**config.mk**
```make
export PLATFORM = sky130hd
export DESIGN_NAME = sinc3_decimator_flat
export DESIGN_NICKNAME = d
export VERILOG_FILES = /design/src/rtl/sinc3_pkg.sv /design/src/rtl/sinc3_decimator_if.sv /design/src/rtl/sinc3_integrator.sv /design/src/rtl/sinc3_decimator.sv /design/src/flat_wrapper.sv
export SDC_FILE = /design/constraint.sdc
export NUM_CORES = 1
export LEC_CHECK = 0
export BUFFER_PORTS_ARGS = -buffer_cell sky130_fd_sc_hd__buf_2
export CAP_MARGIN = 40
export CORE_MARGIN = 4
export CORE_UTILIZATION = 35
export CTS_CLUSTER_DIAMETER = 200
export CTS_CLUSTER_SIZE = 20
export DETAILED_ROUTE_END_ITERATION = 16
export PLACE_DENSITY_LB_ADDON = 0.2
export SLEW_MARGIN = 20
export SYNTH_ARGS = -nofsm -noshare
export SYNTH_HDL_FRONTEND = slang
export SYNTH_SLANG_ARGS = --single-unit
```
**constraint.sdc**
```tcl
create_clock -name CLK -period 7.5 [get_ports CLK]
set_input_delay 0.75 -clock CLK [delete_from_list [all_inputs] [get_ports CLK]]
set_output_delay 0.75 -clock CLK [all_outputs]
set_load 0.02 [all_outputs]
```
**src/rtl/sinc3_pkg.sv**
```systemverilog
// sinc3_pkg: shared constants and sizing helpers for the sinc3 (third-order
// CIC) decimation filter.
//   acc_w(log2_osr)            - width of every integrator, comb and delay
//   shift_amt(log2_osr, out_w) - right shift that maps the CIC gain onto OUT_W
//   X_POS / X_NEG              - the value each modulator bit represents
`timescale 1ns/1ps
package sinc3_pkg;

    localparam int LOG2_OSR_DEF = 6;
    localparam int OUT_W_DEF    = 16;

    // A modulator bit of 1 stands for +1 and a bit of 0 for -1.
    localparam int X_POS = 1;
    localparam int X_NEG = -1;

    // The CIC gain is OSR^3, so an input of +-1 needs 3*log2(OSR) bits plus
    // sign, plus one bit of headroom for the full-scale positive code.
    function automatic int acc_w(input int log2_osr);
        return 3 * log2_osr + 2;
    endfunction

    function automatic int shift_amt(input int log2_osr, input int out_w);
        return 3 * log2_osr + 1 - out_w;
    endfunction

endpackage

```
**src/rtl/sinc3_decimator_if.sv**
```systemverilog
// sinc3_decimator_if: bitstream input and PCM output of the sinc3 decimator.
//   bit_in    - modulator bit (1 = +1, 0 = -1)
//   in_valid  - bit_in is consumed on each rising clock edge where this is 1
//   out_data  - decimated signed sample, held between strobes
//   out_valid - one-cycle strobe marking a new out_data
//   out_sat   - qualified by out_valid; the sample was clipped
// master: the bitstream source / sample consumer. slave: the decimator.
`timescale 1ns/1ps
interface sinc3_decimator_if
    import sinc3_pkg::*;
#(
    parameter int OUT_W = OUT_W_DEF
);
    logic                    bit_in;
    logic                    in_valid;
    logic signed [OUT_W-1:0] out_data;
    logic                    out_valid;
    logic                    out_sat;

    modport master (
        output bit_in, in_valid,
        input  out_data, out_valid, out_sat
    );

    modport slave (
        input  bit_in, in_valid,
        output out_data, out_valid, out_sat
    );
endinterface

```
**src/rtl/sinc3_integrator.sv**
```systemverilog
// sinc3_integrator: W-bit wrapping accumulator with enable.
//   CLK     - clock, rising edge
//   reset   - asynchronous, active-low; clears the accumulator
//   en      - add addend this cycle
//   addend  - value added when en is high
//   acc_nxt - accumulator value after this cycle's addition (combinational),
//             so the next stage can cascade on the updated predecessor
`timescale 1ns/1ps
module sinc3_integrator #(
    parameter int W = 20
) (
    input  logic         CLK,
    input  logic         reset,
    input  logic         en,
    input  logic [W-1:0] addend,
    output logic [W-1:0] acc_nxt
);
    logic [W-1:0] acc;

    // Wrap-around is intentional: the comb section recovers the exact
    // difference as long as the final result fits in W bits.
    assign acc_nxt = acc + addend;

    // NOTE: sequential state is assigned with <= so every register samples
    // its inputs from before the edge, independent of statement order.
    always_ff @(posedge CLK or negedge reset) begin
        if (!reset) begin
            acc <= '0;
        end else if (en) begin
            acc <= acc_nxt;
        end
    end
endmodule

```
**src/rtl/sinc3_decimator.sv**
```systemverilog
// sinc3_decimator: third-order CIC decimator turning a 1-bit delta-sigma
// stream into OUT_W-bit signed PCM at 1/2^LOG2_OSR of the input rate.
//   CLK   - clock, rising edge
//   reset - asynchronous, active-low
//   bus   - sinc3_decimator_if.slave (bit_in, in_valid, out_data,
//           out_valid, out_sat)
// Pipeline: edge E accepts the last bit of a block and captures the updated
// third integrator; the combs run in the cycle after E; the scaled and
// saturated sample appears with out_valid on edge E+2.
// Option: define SINC3_SETTLE_EN to suppress the first two (partial)
// outputs after reset; out_data and out_sat stay 0 while suppressed.
`timescale 1ns/1ps
module sinc3_decimator
    import sinc3_pkg::*;
#(
    parameter int LOG2_OSR = LOG2_OSR_DEF,
    parameter int OUT_W    = OUT_W_DEF
) (
    input  logic             CLK,
    input  logic             reset,
    sinc3_decimator_if.slave bus
);
    localparam int ACC_W = acc_w(LOG2_OSR);
    localparam int SH    = shift_amt(LOG2_OSR, OUT_W);

    localparam logic signed [ACC_W-1:0] SAT_MAX = ACC_W'((1 << (OUT_W - 1)) - 1);
    localparam logic signed [ACC_W-1:0] SAT_MIN = ACC_W'(-(1 << (OUT_W - 1)));

    if (LOG2_OSR < 2 || LOG2_OSR > 10) begin : g_bad_osr
        $error("sinc3_decimator: LOG2_OSR must be in 2..10");
    end
    if (SH < 0) begin : g_bad_out_w
        $error("sinc3_decimator: OUT_W must not exceed 3*LOG2_OSR+1");
    end

    // ------------------------------------------------------------------
    // Integrators (input rate)
    // ------------------------------------------------------------------
    logic [ACC_W-1:0] x;
    logic [ACC_W-1:0] i1_nxt;
    logic [ACC_W-1:0] i2_nxt;
    logic [ACC_W-1:0] i3_nxt;

    assign x = bus.bit_in ? ACC_W'(X_POS) : ACC_W'(X_NEG);

    sinc3_integrator #(.W(ACC_W)) u_int1 (
        .CLK     (CLK),
        .reset   (reset),
        .en      (bus.in_valid),
        .addend  (x),
        .acc_nxt (i1_nxt)
    );

    sinc3_integrator #(.W(ACC_W)) u_int2 (
        .CLK     (CLK),
        .reset   (reset),
        .en      (bus.in_valid),
        .addend  (i1_nxt),
        .acc_nxt (i2_nxt)
    );

    sinc3_integrator #(.W(ACC_W)) u_int3 (
        .CLK     (CLK),
        .reset   (reset),
        .en      (bus.in_valid),
        .addend  (i2_nxt),
        .acc_nxt (i3_nxt)
    );

    // ------------------------------------------------------------------
    // Decimation control and combs (output rate)
    // ------------------------------------------------------------------
    logic [LOG2_OSR-1:0] cnt;
    logic                capture;
    logic                cap_v;    // s holds a fresh sample; combs run now
    logic                comb_v;   // c3_q holds a fresh comb result
    logic [ACC_W-1:0]    s;
    logic [ACC_W-1:0]    d1, d2, d3;
    logic [ACC_W-1:0]    c1, c2, c3;
    logic signed [ACC_W-1:0] c3_q;

    // cnt is all ones exactly when the bit being accepted closes a block.
    assign capture = bus.in_valid && (&cnt);

    assign c1 = s  - d1;
    assign c2 = c1 - d2;
    assign c3 = c2 - d3;

    // NOTE: every register here, including the comb delay line, is cleared
    // by reset so a reset mid-block leaves no stale history or pending strobe.
    always_ff @(posedge CLK or negedge reset) begin
        if (!reset) begin
            cnt    <= '0;
            cap_v  <= 1'b0;
            comb_v <= 1'b0;
            s      <= '0;
            d1     <= '0;
            d2     <= '0;
            d3     <= '0;
            c3_q   <= '0;
        end else begin
            cap_v  <= capture;
            comb_v <= cap_v;
            if (bus.in_valid) begin
                cnt <= cnt + 1'b1;
            end
            if (capture) begin
                s <= i3_nxt;
            end
            if (cap_v) begin
                d1   <= s;
                d2   <= c1;
                d3   <= c2;
                c3_q <= c3;
            end
        end
    end

    // ------------------------------------------------------------------
    // Scaling and saturation
    // ------------------------------------------------------------------
    logic signed [ACC_W-1:0] shifted;
    logic [OUT_W-1:0]        sat_data;
    logic                    sat_flag;

    assign shifted = c3_q >>> SH;

    // NOTE: both outputs get a default first, so no path leaves them
    // unassigned and no latch is inferred.
    always_comb begin
        sat_data = shifted[OUT_W-1:0];
        sat_flag = 1'b0;
        if (shifted > SAT_MAX) begin
            sat_data = OUT_W'(SAT_MAX);
            sat_flag = 1'b1;
        end else if (shifted < SAT_MIN) begin
            sat_data = OUT_W'(SAT_MIN);
            sat_flag = 1'b1;
        end
    end

    // ------------------------------------------------------------------
    // Output register, optionally gated by the settle counter
    // ------------------------------------------------------------------
    logic publish;

`ifdef SINC3_SETTLE_EN
    // Counts decimated outputs after reset and saturates at 2; the first two
    // outputs are built from a partially filled delay line.
    logic [1:0] settle_cnt;

    assign publish = comb_v && (settle_cnt == 2'd2);

    always_ff @(posedge CLK or negedge reset) begin
        if (!reset) begin
            settle_cnt <= 2'd0;
        end else if (comb_v && (settle_cnt != 2'd2)) begin
            settle_cnt <= settle_cnt + 2'd1;
        end
    end
`else
    assign publish = comb_v;
`endif

    logic [OUT_W-1:0] out_data_q;
    logic             out_valid_q;
    logic             out_sat_q;

    always_ff @(posedge CLK or negedge reset) begin
        if (!reset) begin
            out_data_q  <= '0;
            out_valid_q <= 1'b0;
            out_sat_q   <= 1'b0;
        end else begin
            out_valid_q <= publish;
            if (publish) begin
                out_data_q <= sat_data;
                out_sat_q  <= sat_flag;
            end
        end
    end

    assign bus.out_data  = out_data_q;
    assign bus.out_valid = out_valid_q;
    assign bus.out_sat   = out_sat_q;

endmodule

```
**src/flat_wrapper.sv**
```systemverilog
// flat-port wrapper written by rule: the top's interface ports become plain ports
module sinc3_decimator_flat import sinc3_pkg::*;
#(
    parameter int LOG2_OSR = LOG2_OSR_DEF,
    parameter int OUT_W    = OUT_W_DEF
)
  (CLK, reset, bus_bit_in, bus_in_valid, bus_out_data, bus_out_valid, bus_out_sat);
  sinc3_decimator_if #(.OUT_W(OUT_W)) bus_i ();
  input  logic CLK;
  input  logic reset;
  input wire logic [$bits(bus_i.bit_in)-1:0] bus_bit_in;
  input wire logic [$bits(bus_i.in_valid)-1:0] bus_in_valid;
  output wire logic [$bits(bus_i.out_data)-1:0] bus_out_data;
  output wire logic [$bits(bus_i.out_valid)-1:0] bus_out_valid;
  output wire logic [$bits(bus_i.out_sat)-1:0] bus_out_sat;
  assign bus_i.bit_in = bus_bit_in;
  assign bus_i.in_valid = bus_in_valid;
  assign bus_out_data = bus_i.out_data;
  assign bus_out_valid = bus_i.out_valid;
  assign bus_out_sat = bus_i.out_sat;
  sinc3_decimator #(.LOG2_OSR(LOG2_OSR), .OUT_W(OUT_W)) u_core (.CLK(CLK), .reset(reset), .bus(bus_i));
endmodule
```
==> reports/metrics.cfg <==
[run_status]
outcome = complete, no violations

[worst_setup_path]
crit_buf_inv = 4
path_common_cell = xnor2_1
rr_worst_depth = 27
crit_family = compound AO/OA/AOI/OAI gates
cp.arrival_ns = 6.43
r2r_end = u_core.c3_q[19]
end_kind = flop
path_max_fanout = 17
crit_slowest_cell = a311o_1
cp_slowest_stage_delay_ns = 0.40
reg2reg_slack_ns = 1.51
critPathKind = in2reg
worstPathRequired_ns = 7.80
timing.rr.start = u_core.s[0]
critPathLaunchType = input pin

[floorplan]
core_area_sq_um = 33700
dieArea_sq_um = 37400
initial_utilization_pct = 35.7
design.portCount = 22
chipWidth_um = 193
rows = 67
die_y_um = 193

[sta]
post-route-min-period_ns = 6.13
rsz0062_at_grt = no
slew_headroom_pct = 53.4
worst_pin_slew_ns = 0.699
period_share_pct = 81.8
final_max_slew_viol_count = 0
setup-tns-final_ns = 0
skew_ns = 0.0137
setup-violations-final = 0
fmax_mhz = 163
finalHoldViolations = 0

[clock_tree]
postCtsHoldBufs = 0
post_cts_resized = 0
clkSlewWorstSetupHoldPaths_ns = 0.07
clock_sinks = 183
tritoncts = yes
cts-root-buf = clkbuf_16
cts_setup_buffers = 0
cts_buffer_depth = 2
h-tree-depth = 4
clk_latency_ns = 0.43
cts_buffers = 17

[layout]
finalNetCount = 1392
final_common_cell = dfrtp_1
regArea_sq_um = 4580
most-common-layout-cells = dfrtp_1 (182), nand2_1 (116), ha_1 (116)
drive_above_1_share_pct = 13.4
multi_input_area_sq_um = 6940
fillers = 3388
layout-area-overhead-vs-synth_pct = 10.9
num_antenna_cells = 0

[routing]
wl_per_cell_um = 12.8
wirelength_mm = 22.1
drt_iter0_drc = 331
remaining_drc_errors = 0
via_per_inst = 4.83
postRouteAntennaNets = 0
vias = 8349
drt_first_pass_iters = 5

[global_routing]
grt_pass1_vias = 8257
grt_max_degree = 64
grtUsageTotal_pct = 12.1
gr-usage-met2_pct = 20.5
met1_usage_pct = 15.9
grt_pass1_wl_mm = 39.0
overflow = 0
grt.met3_usage_pct = 2.16
busiest_layer = met2
antenna_found_initial = 0

[synth]
ys.flop_type = dfrtp_1
syn_avg_cell_area_sq_um = 9.60
yosysSeqAreaShare_pct = 38.1
ys_async_sr_fraction_pct = 100
ys_warn_count = 0
syn_inst = 1251
synth_area_sq_um = 12000
yosysTopAreaCell = dfrtp_1
ys_seq_elements = 183
syn_nets = 1376
ys_types = 62
synth_area_leaders = dfrtp_1 (38%), ha_1 (12%), mux2_2 (9.3%), xnor2_1 (5.1%), a21oi_1 (4.3%)
synth_top_area_share_pct = 38.1
synth_edf_count = 0

[hold_path]
hold_class = in2async

[place]
gp_congestion = 0.812
post-dp-hpwl_mm = 16.1
port_buffers = 21

[flow_run]
maxCapViolCount = 0

[per-stage QoR]
stage	std cells	cell area, sq um	util (%)	hold slack [ns]	setup WS [ns]
floorplan	1251	12000	-	0.352	1.42
global placement	1692	12600	37.4	0.463	1.02
detailed placement	1695	12700	37.6	0.464	0.899
CTS	1727	13300	39.5	0.278	1.34
global route	1728	13300	39.6	0.301	0.940
finish	1728	13300	39.6	0.275	1.37
[registers in the layout, indices dropped and copies added (netlist names), 16 cells and up]
| name | count |
|---|---|
| u_core.d1 | 20 |
| u_core.d2 | 20 |
| u_core.d3 | 20 |
| u_core.s | 20 |
| u_core.u_int1.acc | 20 |
| u_core.u_int2.acc | 20 |
| u_core.u_int3.acc | 20 |
| u_core.c3_q | 17 |
| u_core.bus.out_data | 16 |
[logic make-up after synthesis]
family	share of synthesized area [%]
compound gates	16.3
fa+ha+maj	12.9
mux	9.44
simple gates	10.9
xor+xnor	8.26
buf+inv	4.12
flops	38.1
[cells in the mapped netlist (all sizes together) (12+ instances only)]
cell type	instances
ha	116
inv	98
o21a	12
nor3	15
nand2	116
xnor2	70
nor2	83
and3	12
clkbuf	23
o21ai	82
mux2	99
nor2b	18
xor2	38
a21oi	106
nand3	15
dfrtp	183
o21bai	16
a21o	44
[layer usage]
metal	vias to the layer above	wire, um
met5	-	0
met1	3849	11200
li1	4409	-
met2	70	10200
met3	21	432
met4	0	292
[how the worst max path moves through the flow]
| stage | startpoint | cells past startpoint | endpoint | slack [ns] |
|---|---|---|---|---|
| after detailed placement | bus_bit_in | 28 | u_core.s[19] | 0.90 |
| final | bus_bit_in | 28 | u_core.s[19] | 1.37 |
| after global placement | bus_bit_in | 28 | u_core.s[19] | 1.02 |
| after CTS | bus_bit_in | 28 | u_core.s[19] | 1.34 |
| after floorplan | bus_bit_in | 27 | u_core.u_int3.acc[19] | 1.42 |
| after global routing | u_core.s[0] | 27 | u_core.c3_q[19] | 0.94 |
[final cells by class]
class	instances	share of cell area (%)
Inverter	98	2.76
Multi-Input combinational cell	936	52.1
Clock buffer	21	3.38
Sequential cell	183	34.4
Tap cell	448	4.21
Timing Repair Buffer	31	1.80
Clock inverter	11	1.38
Power is left out: the tool's default activity adds up to more than one toggle a clock period on the data nets, which glitch-free logic cannot reach.
